<file path="src/rtl/kilit_denetleyici.sv">
// Sequencer sharing the klavye_dinle password checker between the key stream and
// an admin password loader; enforces the penalty wait after a lock and then releases it.
//   state | meaning
//   BOS   | idle, forwards keys; lock > admin > key priority
//   PROG  | streams the latched admin password, one byte per cycle
//   CEZA  | penalty wait, kalan units of TICK_DIV cycles
//   BIRAK | lock release pulse, wait for checker to drop kitle
module kilit_denetleyici #(
  parameter int SIFRE_UZ = 4,
  parameter int TICK_DIV = 100_000_000
) (
  input  logic                    i_clk,
  input  logic                    i_rst,
  input  logic                    i_kb_valid,
  input  logic [7:0]              i_kb_data,
  input  logic                    i_adm_req,
  input  logic [8*SIFRE_UZ-1:0]   i_adm_sifre,
  output logic                    o_adm_ack,
  input  logic                    i_kitle_in,
  input  logic [7:0]              i_ceza_in,
  output logic                    o_karakter_aktif,
  output logic [7:0]              o_karakter,
  output logic                    o_sifre_degis,
  output logic [7:0]              o_sifre_kanali,
  output logic                    o_kilit_temizle,
  output logic                    o_mesgul,
  output logic [7:0]              o_kalan,
  output logic [7:0]              o_dusen_tus
);

  localparam int TW = (TICK_DIV > 1) ? $clog2(TICK_DIV) : 1;
  localparam int BW = $clog2(SIFRE_UZ + 1);
  localparam logic [TW-1:0] TICK_SON = TW'(TICK_DIV - 1);
  localparam logic [BW-1:0] BEAT_SON = BW'(SIFRE_UZ);

  typedef enum logic [1:0] {BOS, PROG, CEZA, BIRAK} durum_t;

  durum_t                r_state, w_state_nxt;
  logic [8*SIFRE_UZ-1:0] r_sifre, w_sifre;
  logic [BW-1:0]         r_beat, w_beat;
  logic [TW-1:0]         r_tick, w_tick;
  logic [7:0]            r_kalan, w_kalan;
  logic [7:0]            r_bekle, w_bekle;
  logic [7:0]            r_karakter, w_karakter;
  logic [7:0]            r_kanal, w_kanal;
  logic [7:0]            r_dusen, w_dusen;
  logic                  r_ack, w_ack;
  logic                  r_aktif, w_aktif;
  logic                  r_degis, w_degis;
  logic                  r_temizle, w_temizle;
  logic                  r_mesgul;
  logic                  w_tick_son;
  logic                  w_drop;
  logic [7:0]            w_ceza_yuk;

  assign w_tick_son = (r_tick == TICK_SON);
  assign w_ceza_yuk = (i_ceza_in == 8'd0) ? 8'd1 : i_ceza_in;
  assign w_drop     = i_kb_valid && ((r_state != BOS) || i_kitle_in || i_adm_req);

  always_ff @(posedge i_clk or posedge i_rst) begin
    if (i_rst) begin
      r_state    <= BOS;
      r_sifre    <= '0;
      r_beat     <= '0;
      r_tick     <= '0;
      r_kalan    <= '0;
      r_bekle    <= '0;
      r_karakter <= '0;
      r_kanal    <= '0;
      r_dusen    <= '0;
      r_ack      <= 1'b0;
      r_aktif    <= 1'b0;
      r_degis    <= 1'b0;
      r_temizle  <= 1'b0;
      r_mesgul   <= 1'b0;
    end else begin
      r_state    <= w_state_nxt;
      r_sifre    <= w_sifre;
      r_beat     <= w_beat;
      r_tick     <= w_tick;
      r_kalan    <= w_kalan;
      r_bekle    <= w_bekle;
      r_karakter <= w_karakter;
      r_kanal    <= w_kanal;
      r_dusen    <= w_dusen;
      r_ack      <= w_ack;
      r_aktif    <= w_aktif;
      r_degis    <= w_degis;
      r_temizle  <= w_temizle;
      r_mesgul   <= (w_state_nxt != BOS);
    end
  end

  always_comb begin
    w_state_nxt = r_state;
    case (r_state)
      BOS: begin
        if (i_kitle_in)     w_state_nxt = CEZA;
        else if (i_adm_req) w_state_nxt = PROG;
      end
      PROG:  if (r_beat == BEAT_SON) w_state_nxt = BOS;
      CEZA:  if (w_tick_son && (r_kalan == 8'd1)) w_state_nxt = BIRAK;
      BIRAK: begin
        if (!i_kitle_in)             w_state_nxt = BOS;
        else if (r_bekle == 8'd254)  w_state_nxt = CEZA;
      end
      default: w_state_nxt = BOS;
    endcase
  end

  always_comb begin
    w_sifre    = r_sifre;
    w_beat     = r_beat;
    w_tick     = r_tick;
    w_kalan    = r_kalan;
    w_bekle    = r_bekle;
    w_karakter = r_karakter;
    w_kanal    = r_kanal;
    w_ack      = 1'b0;
    w_aktif    = 1'b0;
    w_degis    = 1'b0;
    w_temizle  = 1'b0;
    w_dusen    = (w_drop && (r_dusen != 8'hFF)) ? r_dusen + 8'd1 : r_dusen;
    case (r_state)
      BOS: begin
        if (i_kitle_in) begin
          w_kalan = w_ceza_yuk;
          w_tick  = '0;
        end else if (i_adm_req) begin
          // first beat leaves on the entry edge; the copy is shifted MSB-first
          w_degis = 1'b1;
          w_kanal = i_adm_sifre[8*SIFRE_UZ-1 -: 8];
          w_sifre = i_adm_sifre << 8;
          w_beat  = BW'(1);
        end else if (i_kb_valid) begin
          w_aktif    = 1'b1;
          w_karakter = i_kb_data;
        end
      end
      PROG: begin
        if (r_beat == BEAT_SON) begin
          w_ack  = 1'b1;
          w_beat = '0;
        end else begin
          w_degis = 1'b1;
          w_kanal = r_sifre[8*SIFRE_UZ-1 -: 8];
          w_sifre = r_sifre << 8;
          w_beat  = r_beat + BW'(1);
        end
      end
      CEZA: begin
        if (w_tick_son) begin
          w_tick  = '0;
          w_kalan = r_kalan - 8'd1;
          if (r_kalan == 8'd1) begin
            w_temizle = 1'b1;
            w_bekle   = 8'd0;
          end
        end else begin
          w_tick = r_tick + TW'(1);
        end
      end
      BIRAK: begin
        if (i_kitle_in) begin
          if (r_bekle == 8'd254) begin
            w_kalan = w_ceza_yuk;
            w_tick  = '0;
          end else begin
            w_bekle = r_bekle + 8'd1;
          end
        end
      end
      default: ;
    endcase
  end

  assign o_adm_ack        = r_ack;
  assign o_karakter_aktif = r_aktif;
  assign o_karakter       = r_karakter;
  assign o_sifre_degis    = r_degis;
  assign o_sifre_kanali   = r_kanal;
  assign o_kilit_temizle  = r_temizle;
  assign o_mesgul         = r_mesgul;
  assign o_kalan          = r_kalan;
  assign o_dusen_tus      = r_dusen;

endmodule

</file>
<file path="config.mk">
export PLATFORM = sky130hd
export DESIGN_NAME = kilit_denetleyici
export DESIGN_NICKNAME = d
export VERILOG_FILES = /design/src/rtl/kilit_denetleyici.sv
export SDC_FILE = /design/constraint.sdc
export NUM_CORES = 1
export LEC_CHECK = 0
export CORE_MARGIN = 2
export CORE_UTILIZATION = 57
export CTS_CLUSTER_SIZE = 24
export DETAILED_ROUTE_END_ITERATION = 16
export PLACE_DENSITY = 0.89
export SETUP_SLACK_MARGIN = 0.1
export SYNTH_ARGS = -nofsm -noshare
export SYNTH_HDL_FRONTEND = slang
export SYNTH_SLANG_ARGS = --single-unit
</file>
<file path="constraint.sdc">
create_clock -name i_clk -period 7.82 [get_ports i_clk]
set_input_delay 1.955 -clock i_clk [delete_from_list [all_inputs] [get_ports i_clk]]
set_output_delay 1.955 -clock i_clk [all_outputs]
set_load 0.05 [all_outputs]
</file>
; After elaboration in Yosys (flattened, before gate mapping)
; Cells that the tools add are included.
; W data, S select, Z words.
[totals]
regBits = 109
inputBits = 53
output_inout_bits = 37
wordCells = 104
[op_classes]
n_addsub = 5
n_eq_ne = 17
muxes = 48
bitwise = 2
n_reduce_logical = 18
[op_table]
columns = operator, n
row1 = $mux W27, 4
row2 = $mux W32, 3
row3 = $mux W8, 12
row4 = $pmux W27 S3, 1
row5 = $pmux W32 S2, 1
row6 = $pmux W8 S2, 2
row7 = $add A27 B1 Y27 const B, 1
row8 = $eq A27 B27 Y1 const B, 1
row9 = $pmux W8 S3, 1
row10 = $ne A2 B2 Y1 const B, 9
row11 = $add A8 B1 Y8 const B, 2
row12 = $mux W1, 12
row13 = $mux W2, 6
row14 = $reduce_and A4 Y1, 3
row15 = $reduce_and A5 Y1, 2
row16 = $mux W3, 3
row17 = $eq A8 B1 Y1 const B, 1
row18 = $eq A8 B8 Y1 const B, 1
row19 = $logic_not A8 Y1, 1
row20 = $ne A8 B8 Y1 const B, 1
row21 = $pmux W2 S4, 1
row22 = $reduce_bool A2 Y1, 4
row23 = $sub A8 B1 Y8 const B, 1
row24 = $pmux W3 S2, 1
row25 = 11 further kinds, 16

; Longest topological paths before layout
[depth]
depth_word = 5
ltp_mapped = 8
mapped_depth_nobuf = 7

; Worst setup path before layout
; OpenSTA, ideal clock, no wires.
[synth_path]
kind = input to register
start = in i_kitle_in
end = reg r_sifre[26]
setup_time_ps = 133
arrival_ps = 3339
slack_ps = 4347
stages = 7
n_path_buf = 3
cell_sequence = clkbuf_1 -> nor4b_2 -> a21oi_1 -> clkbuf_1 -> clkbuf_1 -> nand2_1 -> o21ai_0
[synth_via]
elab_chain_cells = 2
[synth_lines]
columns = element, line
row1 = "start, declared", 19  ; input logic i_kitle_in,
row2 = $ne A2 B2 Y1 (no line), n/a
row3 = $reduce_and A4 Y1 (no line), n/a
row4 = "end signal, assigned", 78  ; r_sifre <= w_sifre;
row5 = "end, declared", 39  ; logic [8*SIFRE_UZ-1:0] r_sifre, w_sifre;
; No other way between the ends.
; A chain may end at the register's enable or synchronous reset.

; Final worst setup path
[layout_path]
start = in i_kitle_in
end = reg r_kalan[4] (netlist: o_kalan[4])
[layout_via]
elab_chain_cells = 2
word_cells_on_any_way = 3
[layout_lines]
columns = element, line
row1 = $ne A2 B2 Y1 (no line), n/a
row2 = $reduce_and A5 Y1 (no line) (*), n/a
row3 = "end signal, assigned", 81  ; r_kalan <= w_kalan;
row4 = "end, declared", 42  ; logic [7:0] r_kalan, w_kalan;
; Every way passes the cells marked *; elsewhere a longest branch is shown, timed or not.

==> flow_summary.json <==
{
  "dr_total_vias": 4036,
  "worst_pin_slew_ns": 1.323,
  "combPwrFrac": 0.371,
  "coreArea_um2": 8258,
  "cp-end-kind": "flip-flop",
  "cts.sinks": 101,
  "swShare": 0.4099,
  "intPower_mw": 1.059,
  "cp_max_fo": 20,
  "drv_slew": 0,
  "diodes": 0,
  "maxSlewHeadroom": 0.1147,
  "gp_congestion": 0.8300,
  "p_switching_mw": 0.7352,
  "fin_cells": 688,
  "required_ns": 8.01,
  "rsz0062_at_grt": "false",
  "synth_edf_count": 0,
  "hold_violations": 0,
  "fin_worst_skew_ns": 0.01609,
  "start_kind": "input port",
  "rrSetupSlack_ns": 4.49,
  "status": "finished, final reports clean",
  "timing.fmax_ghz": 0.1998,
  "firstDrtPassIters": 6,
  "multiInputGateArea_um2": 2207,
  "syn-num-nets": 563,
  "fin_nets": 639,
  "setup_viol": 0,
  "finalCriticalPeriod_ns": 5.006,
  "wl_mm": 10.90,
  "place_inst": 672,
  "placement.io_buffers": 89,
  "drc": 0,
  "cts_tree": "yes",
  "crit_arrival_ns": 5.19,
  "io_pins": 90,
  "leakage_nw": 2.754,
  "dp_hpwl_mm": 7.758,
  "initialDrtViolationCount": 235,
  "fin_crit_sh": 0.6401,
  "grt_pass1_vias": 4121,
  "synthCells": 502,
  "cts_made_buffers": 9,
  "grt_usage": 0.2419,
  "cts_htree_levels": 3,
  "syn_avg_cell_area_um2": 9.758,
  "ff_latch_area_um2": 2527,
  "synth-main-ff-cell": "dfrtp_1",
  "final_layout_size_suffix_gt1_frac": 0.04974,
  "max_cap_violations": 0,
  "fill_cells": 586,
  "p_clk_frac": 0.176,
  "clk-insertion-delay-late_ns": 0.36,
  "antenna_found_initial": 0,
  "grt_start_max_net_pins": 83,
  "area_growth_pct": 22.96,
  "clk_pin_slew_ns": 0.11,
  "dieHeight_um": 96.70,
  "pwr-share-seq": 0.453,
  "syn-cell-area_um2": 4898,
  "peakVddDrop_mv": 0.1738,
  "grt_overflow": 0,
  "ctsHoldBuffers": 0,
  "initial_core_util": 0.5932,
  "powerDensity_nw_per_um2": 297.8,
  "postCtsResizedCells": 0,
  "ys_async_sr_fraction": 1.000,
  "viasPerCell": 5.866,
  "synth_cell_types": 51,
  "grt_pass1_wl_mm": 18.89,
  "die_area_um2": 9351,
  "hp-class": "reg2reg",
  "clockBufferDepth": 2,
  "synth_seq_cells": 101,
  "wl_per_cell_um": 15.85,
  "cts_setup_buffers": 0,
  "ant_nets": 0,
  "synth_seq_area_share": 0.5160,
  "clockRootBuffer": "clkbuf_8",
  "dieWidth_um": 96.70,
  "yosys_warnings": 0,
  "path_class": "in2reg",
  "row_count": 33,
  "setup_tns_ns": 0
}
-- placed cells by master (no fill, tap or decap), drive strengths merged, types with 12 or more instances in the layout --
cell type	count
dfrtp	101
nor3	12
mux2i	24
a21oi	19
inv	17
clkdlybuf4s50	89
nand2	70
o21ai	49
a22o	12
xor2	16
nand4	18
nor2	34
nand3	15
-- layout make-up --
| cell class | count | share of cell area |
|---|---|---|
| clock inverters | 7 | 0.01080 |
| clock buffers | 9 | 0.02057 |
| well taps | 105 | 0.02181 |
| flip-flops and latches | 101 | 0.4196 |
| inverters | 14 | 0.009140 |
| repair buffers | 92 | 0.1516 |
| multi-input cells | 360 | 0.3664 |
-- layer usage --
| layer | track usage | wire length [µm] | vias up | share of wire |
|---|---|---|---|---|
| met5 | 0 | 0 | - | 0 |
| li1 | - | - | 1933 | - |
| met3 | 0.05202 | 589 | 16 | 0.054 |
| met4 | 0.07367 | 157 | 0 | 0.014 |
| met1 | 0.3101 | 4583 | 1950 | 0.42 |
| met2 | 0.4140 | 5572 | 137 | 0.51 |
-- synth_stat cells, types with 2 or more instances --
library cell  number  area, µm²
dfrtp_1          101       2527
nand2_1           70      262.8
nor2_1            33      123.9
o21ai_1           26      130.1
mux2i_1           24      240.2
o21ai_0           23      115.1
a21oi_1           19      95.09
nand4_1           18      112.6
clkbuf_1          16      60.06
xor2_1            16      140.1
nand3_1           15      75.07
inv_1             13      48.80
a22o_1            12      105.1
nor3_1            12      60.06
buf_2              8      40.04
ha_1               8      100.1
o31ai_1            8      60.06
and3_1             6      37.54
nand2b_1           6      37.54
or3_1              6      37.54
or4_1              6      45.04
xnor2_1            6      52.55
nor4_1             5      31.28
a31oi_1            4      25.02
and2_1             4      25.02
and4_1             4      35.03
nor2b_1            3      18.77
o41ai_1            3      26.28
a22oi_1            2      15.01
mux2_2             2      22.52
o22ai_1            2      12.51
or2_2              2      12.51
-- logic make-up (layout without fill, tap and decap cells) --
group / count (synthesis) / in the layout / synth area share
AO/OA/AOI/OAI: 107 / 107 / 0.1338
XOR/XNOR: 22 / 22 / 0.03933
adder cells (fa/ha/maj): 8 / 8 / 0.02044
buffers and inverters: 41 / 122 / 0.03576
flip-flops: 101 / 101 / 0.5160
multiplexers: 26 / 26 / 0.05364
AND/OR/NAND/NOR: 197 / 197 / 0.2010
-- state kept, by name, summed over array words and instances, names as in the netlist, 2 cells and up --
signal and count:
o_sifre_kanali 8, o_karakter 8, o_kalan 8, r_tick 27, r_state 2, r_beat 3
r_bekle 8, o_dusen_tus 8, r_sifre 24
-- power by group through the flow --
stage | clock [mW] | sequential (mW) | combinational (mW)
after detailed placement | 0 | 0.820 | 0.667
after floorplan | 0 | 1.03 | 0.213
after CTS | 0.320 | 0.811 | 0.670
after global routing | 0.343 | 0.839 | 0.712
final | 0.315 | 0.813 | 0.665
after global placement | 0 | 0.808 | 0.643
-- final timing paths --
| path | start | end | cells past startpoint |
|---|---|---|---|
| hold / removal | r_sifre[22]$_DFFE_PP0P_ | r_sifre[22]$_DFFE_PP0P_ | 2 |
| min in group asynchronous | i_rst | r_bekle[6]$_DFFE_PP0P_ | 2 |
| setup / recovery | i_kitle_in | o_kalan[4]$_DFFE_PP0P_ | 6 |
| setup reg to reg | r_state[1]$_DFF_PP0_ | o_kalan[4]$_DFFE_PP0P_ | 5 |
| hold reg to reg | r_sifre[22]$_DFFE_PP0P_ | r_sifre[22]$_DFFE_PP0P_ | 2 |
| max in group asynchronous | i_rst | r_tick[25]$_DFFE_PP0P_ | 3 |
-- critical path, stage by stage --
cell	delay, ns
clkdlybuf4s50_1	0.63
nor2_1	0.08
o21ai_1	0.63
nand2_1	0.56
nor2_1	1.16
a21oi_1	0.18
-- stage by stage --
stage | total power [mW] | setup WS, ns | instance area, µm² | utilization | hold slack [ns]
finish | 1.794 | 2.814 | 6023 | 0.7294 | 0.4888
global route | 1.894 | 2.453 | 6023 | 0.7294 | 0.5109
CTS | 1.802 | 2.820 | 6023 | 0.7294 | 0.4928
detailed placement | 1.487 | 2.435 | 5834 | 0.7065 | 0.4676
global placement | 1.451 | 2.688 | 5834 | 0.7065 | 0.4576
floorplan | 1.239 | 3.218 | 4898 | - | 0.4492
(Power assumes the default switching activity.)
